--- src/rtl/score_seg_driver.sv ---
// -----------------------------------------------------------------------------
// score_seg_driver
//   Takes a binary score from the game logic through a valid/ready handshake.
//   A sequential double-dabble engine turns it into four BCD digits. The four
//   digits are then time-multiplexed onto an active-low 4-digit 7-segment
//   display.
//
//   Handshake: a score is accepted on a rising edge where score_valid and
//   score_ready are both high. score_ready is high only while the FSM is IDLE
//   and is low during reset. score_valid seen while score_ready is low is
//   ignored; there is no queueing.
//
//   Parameters
//     SCAN_DIV   clk cycles each digit stays lit (>= 2)
//     SCORE_W    width of score_in; the conversion takes exactly SCORE_W shifts
//     MAX_SCORE  inputs above this clamp to it; the decimal point of digit 0
//                is then lit
//
//   Ports
//     clk          system clock, rising edge
//     clr          synchronous active-high reset
//     score_in     binary score
//     score_valid  score_in valid this cycle
//     score_ready  block accepts a score (IDLE only)
//     seg          {g,f,e,d,c,b,a}, active low
//     an           digit enables, active low, an[0] = rightmost digit
//     dp           decimal point, active low (saturation marker on digit 0)
//
//   Build option
//     SEG_LEADING_ZERO_BLANK_EN: when defined, leading zero digits 3..1 are
//     blanked (seg = 7'h7F) while their anode is still driven. Digit 0 always
//     shows its numeral. When not defined, all four numerals are shown.
// -----------------------------------------------------------------------------
module score_seg_driver #(
    parameter int SCAN_DIV  = 50000,
    parameter int SCORE_W   = 14,
    parameter int MAX_SCORE = 9999
) (
    input  logic               clk,
    input  logic               clr,
    input  logic [SCORE_W-1:0] score_in,
    input  logic               score_valid,
    output logic               score_ready,
    output logic [6:0]         seg,
    output logic [3:0]         an,
    output logic               dp
);

    localparam int CNT_W = (SCAN_DIV > 1) ? $clog2(SCAN_DIV) : 1;

    typedef enum logic [1:0] {
        IDLE = 2'd0,
        CONV = 2'd1,
        LOAD = 2'd2
    } state_t;

    state_t state;
    state_t state_nxt;

    logic [SCORE_W-1:0] bin;
    logic [15:0]        bcd;
    logic [15:0]        bcd_adj;
    logic [4:0]         step;
    logic               sat_pending;
    logic [15:0]        disp;
    logic               sat_flag;
    logic [CNT_W-1:0]   scan_cnt;
    logic [1:0]         idx;
    logic [3:0]         nib;
    logic [6:0]         seg_nxt;
    logic               accept;

    assign accept = score_valid && score_ready;

    // ---------------- FSM ----------------
    always_ff @(posedge clk) begin
        if (clr) state <= IDLE;
        else     state <= state_nxt;
    end

    always_comb begin
        state_nxt = state;
        case (state)
            IDLE:    if (accept) state_nxt = CONV;
            CONV:    if (step == 5'(SCORE_W - 1)) state_nxt = LOAD;
            LOAD:    state_nxt = IDLE;
            default: state_nxt = IDLE;
        endcase
    end

    // score_ready is registered. It stays low while clr is high, even though
    // the FSM is already parked in IDLE at that time.
    always_ff @(posedge clk) begin
        if (clr) score_ready <= 1'b0;
        else     score_ready <= (state_nxt == IDLE);
    end

    // ---------------- Double-dabble engine ----------------
    // Before each shift, add 3 to every nibble that is >= 5.
    always_comb begin
        bcd_adj = bcd;
        for (int i = 0; i < 4; i++) begin
            if (bcd_adj[i*4 +: 4] >= 4'd5)
                bcd_adj[i*4 +: 4] = bcd_adj[i*4 +: 4] + 4'd3;
        end
    end

    always_ff @(posedge clk) begin
        if (clr) begin
            bin         <= '0;
            bcd         <= '0;
            step        <= '0;
            sat_pending <= 1'b0;
            disp        <= '0;
            sat_flag    <= 1'b0;
        end else begin
            case (state)
                IDLE: begin
                    if (accept) begin
                        if (score_in > SCORE_W'(MAX_SCORE)) begin
                            bin         <= SCORE_W'(MAX_SCORE);
                            sat_pending <= 1'b1;
                        end else begin
                            bin         <= score_in;
                            sat_pending <= 1'b0;
                        end
                        bcd  <= '0;
                        step <= '0;
                    end
                end
                CONV: begin
                    bcd  <= {bcd_adj[14:0], bin[SCORE_W-1]};
                    bin  <= bin << 1;
                    step <= step + 5'd1;
                end
                LOAD: begin
                    disp     <= bcd;
                    sat_flag <= sat_pending;
                end
                default: ;
            endcase
        end
    end

    // ---------------- Digit scan ----------------
    always_ff @(posedge clk) begin
        if (clr) begin
            scan_cnt <= '0;
            idx      <= 2'd0;
        end else if (scan_cnt == CNT_W'(SCAN_DIV - 1)) begin
            scan_cnt <= '0;
            idx      <= idx + 2'd1;
        end else begin
            scan_cnt <= scan_cnt + CNT_W'(1);
        end
    end

    // ---------------- Segment decode ----------------
    always_comb begin
        nib = disp[idx*4 +: 4];
        case (nib)
            4'd0:    seg_nxt = 7'b1000000;
            4'd1:    seg_nxt = 7'b1111001;
            4'd2:    seg_nxt = 7'b0100100;
            4'd3:    seg_nxt = 7'b0110000;
            4'd4:    seg_nxt = 7'b0011001;
            4'd5:    seg_nxt = 7'b0010010;
            4'd6:    seg_nxt = 7'b0000010;
            4'd7:    seg_nxt = 7'b1111000;
            4'd8:    seg_nxt = 7'b0000000;
            4'd9:    seg_nxt = 7'b0010000;
            default: seg_nxt = 7'h7F;
        endcase
`ifdef SEG_LEADING_ZERO_BLANK_EN
        // A digit is a leading zero when it and every digit above it are zero.
        if ((idx == 2'd3 && disp[15:12] == 4'd0) ||
            (idx == 2'd2 && disp[15:8]  == 8'd0) ||
            (idx == 2'd1 && disp[15:4]  == 12'd0))
            seg_nxt = 7'h7F;
`else
`endif
    end

    // ---------------- Output registers ----------------
    always_ff @(posedge clk) begin
        if (clr) begin
            seg <= 7'h7F;
            an  <= 4'hF;
            dp  <= 1'b1;
        end else begin
            seg <= seg_nxt;
            an  <= ~(4'b0001 << idx);
            dp  <= ~((idx == 2'd0) && sat_flag);
        end
    end

endmodule
--- config.mk ---
export PLATFORM = sky130hd
export DESIGN_NAME = score_seg_driver
export DESIGN_NICKNAME = d
export VERILOG_FILES = /design/src/rtl/score_seg_driver.sv
export SDC_FILE = /design/constraint.sdc
export NUM_CORES = 1
export LEC_CHECK = 0
export BUFFER_PORTS_ARGS = -buffer_cell sky130_fd_sc_hd__buf_2
export CORE_ASPECT_RATIO = 2
export CORE_MARGIN = 2
export CORE_UTILIZATION = 30
export DETAILED_ROUTE_END_ITERATION = 7
export SLEW_MARGIN = 20
export SYNTH_ARGS = -nofsm -noshare
export SYNTH_HDL_FRONTEND = slang
export SYNTH_SLANG_ARGS = --single-unit
--- constraint.sdc ---
create_clock -name clk -period 3 [get_ports clk]
set_input_delay 0.3 -clock clk [delete_from_list [all_inputs] [get_ports clk]]
set_output_delay 0.3 -clock clk [all_outputs]
set_load 0.01 [all_outputs]
==> results.cfg <==
[yosys]
syn_nets = 470
synth_cell_types = 49
seq_area_frac_synth_pct = 44.7
yosys.area.top_type = dfxtp_1
synth-seq-cells = 86
synth_edf_count = 0
ys_warn_count = 0
netlist_instances = 433
yosys-top-cells-count = 86 x dfxtp_1, 65 x nand2_1, 43 x a21oi_1
yosysMostFrequentCell = dfxtp_1
async_reset_ff_share_pct = 0
syn-cell-area_sq_mm = 0.00385
synth_top_area_share_pct = 44.7
yosys-top-cells-area = dfxtp_1 45%, ha_1 6.5%, nand2_1 6.3%
syn_avg_cell_area_sq_um = 8.90
ys.flop_type = dfxtp_1

[clock_network]
cts_buffer_depth = 2
cts-root-buf = clkbuf_16
clk_latency_ps = 340
postCtsSetupBuffers = 0
cts_tree = built
path_clk_slew_ps = 70
cts_resized = 0
cts-buffers-inserted = 9
cts-hold-fix-buffers = 0
clkSinkCount = 86
htree_levels = 3

[route]
wire_per_inst_um = 14.5
via_count = 3122
detail_route.iter0.violations = 131
viasPerCell = 5.13
dr.pass1.iters = 4
wl_mm = 8.83
ant_nets = 0
post-route-drc-count = 0

[placement]
dp_hpwl_mm = 6.54
place.gp.congestion = 0.837
io_buffers = 29
placed_cells = 593
dpl_worst_slack_ps = 943

[grt]
grt_pass1_vias = 3148
grt_pass1_wl_mm = 14.6
track_usage_pct = 13.3
grt-ovfl-total = 0
grt_max_degree = 25
antenna_found_initial = 0

[floorplan]
rows = 58
initial_core_util_pct = 30.7
chipWidth_um = 84.1
io-pin-count = 30
die_area_sq_mm = 0.0138
core-area_sq_mm = 0.0126
fp.dieH_um = 164

[sta]
max_freq_mhz = 485
fin_crit_sh_pct = 68.7
worst_slew_pin_slew_ps = 765
grt_setup_unrepaired = false
setup_ws_ps = 938
hold_violations = 0
setup_violations = 0
whs_ps = 195
setup_tns_ps = 0
drv_slew = 0
skew_ps = 7.46
period_needed_ps = 2060
max-slew-margin-rel_pct = 48.8

[cells_and_area]
diodes = 0
syn2layout_area_growth_pct = 14.4
fin_nets = 491
layout-drive-gt1-share_pct = 11.3
fin_cells = 609

[critical_path]
rr_worst_depth = 4
slowest_delay_ps = 670
worstPathMaxFanout = 7
arrival_ps = 2290
slowest_stage = mux4_1
worstPathRequired_ps = 3230
worstSetupStartpointType = flip-flop
endpoint_kind = flip-flop
crit_type = reg -> reg
path_cells = mux4_1 -> ha_1 -> mux2_4 -> a211o_1

[hold_path]
hold_class = in -> reg
whs_path_depth = 2

[status]
run_status = complete, no violations

[flow_run]
drv_cap = 0

[pwr]
p_leak_nw = 1.67
power_mw = 2.45
peakVddDrop_v = 0.000348
p_per_area_mw_per_mm2 = 555
-- worst paths after layout --
check / startpoint / end / slack [ps]
setup / recovery: idx[0] / seg[6] / 940
hold / removal: score_in[4] / bin[4] / 200
setup reg to reg: idx[0] / seg[6] / 940
hold reg to reg: sat_flag / dp / 420
-- cell families after synthesis --
group                      count (synthesis)  share of synthesized area (%)
AOI/OAI and AO/OA                        103                           16.6
xor gates and xnor gates                  19                           4.32
adders and majority gates                 20                           6.50
buffers and inverters                     42                           4.55
DFF                                       86                           44.7
muxes                                     12                           4.84
and+or+nand+nor                          151                           18.5
-- layout make-up --
class	instances	area, sq um
Inverter	18	67.6
Fill cell	1282	8150
Clock buffer	11	233
Sequential cell	86	1720
Timing Repair Buffer	34	183
Multi-Input combinational cell	305	1960
Clock inverter	5	58.8
Tap cell	150	188
-- report_power, final --
group | internal (mW) | leakage (nW) | switching (mW)
clock network | 0.648 | 0.136 | 0.464
registers | 1.17 | 0.699 | 0.0168
logic | 0.0507 | 0.833 | 0.0976
total | 1.87 | 1.67 | 0.579
-- cells in the final DEF, fill, tap and decap left out, drive strengths merged, types with 7 or more instances in the layout --
cell	count
xor2	11
clkbuf	11
a21oi	43
nor2	31
inv	18
xnor2	8
ha	20
nand3	12
nand2	65
o21ai	24
mux2i	7
nand4	7
buf	34
dfxtp	86
-- sequential cells by signal, indices dropped and copies added, names as in the netlist --
| register | count |
|---|---|
| idx | 2 |
| state | 2 |
| scan_cnt | 16 |
| sat_flag | 1 |
| disp | 16 |
| bcd | 16 |
| bin | 14 |
| an | 4 |
| sat_pending | 1 |
| dp | 1 |
| step | 5 |
| score_ready | 1 |
| seg | 7 |
-- routing by layer --
metal / routed length, um / global-route usage (%)
met4: 233 / 7.48
met3: 188 / 2.16
met1: 3340 / 12.8
met2: 5070 / 26.0
met5: 0 / 0
-- metrics by stage --
step	instance area (sq um)	util, %
after floorplan	3850	-
after CTS	4410	35.1
final	4410	35.1
after detailed placement	4120	32.8
after global placement	4120	32.8
after global routing	4410	35.1
-- worst max-delay path: cells and delay by family (launching register included) --
kind	cells	cell delay, ps
muxes	2	930
DFF	1	490
AOI/OAI and AO/OA	1	290
adders and majority gates	1	250
Note: power is estimated with default switching activity, not from simulation.
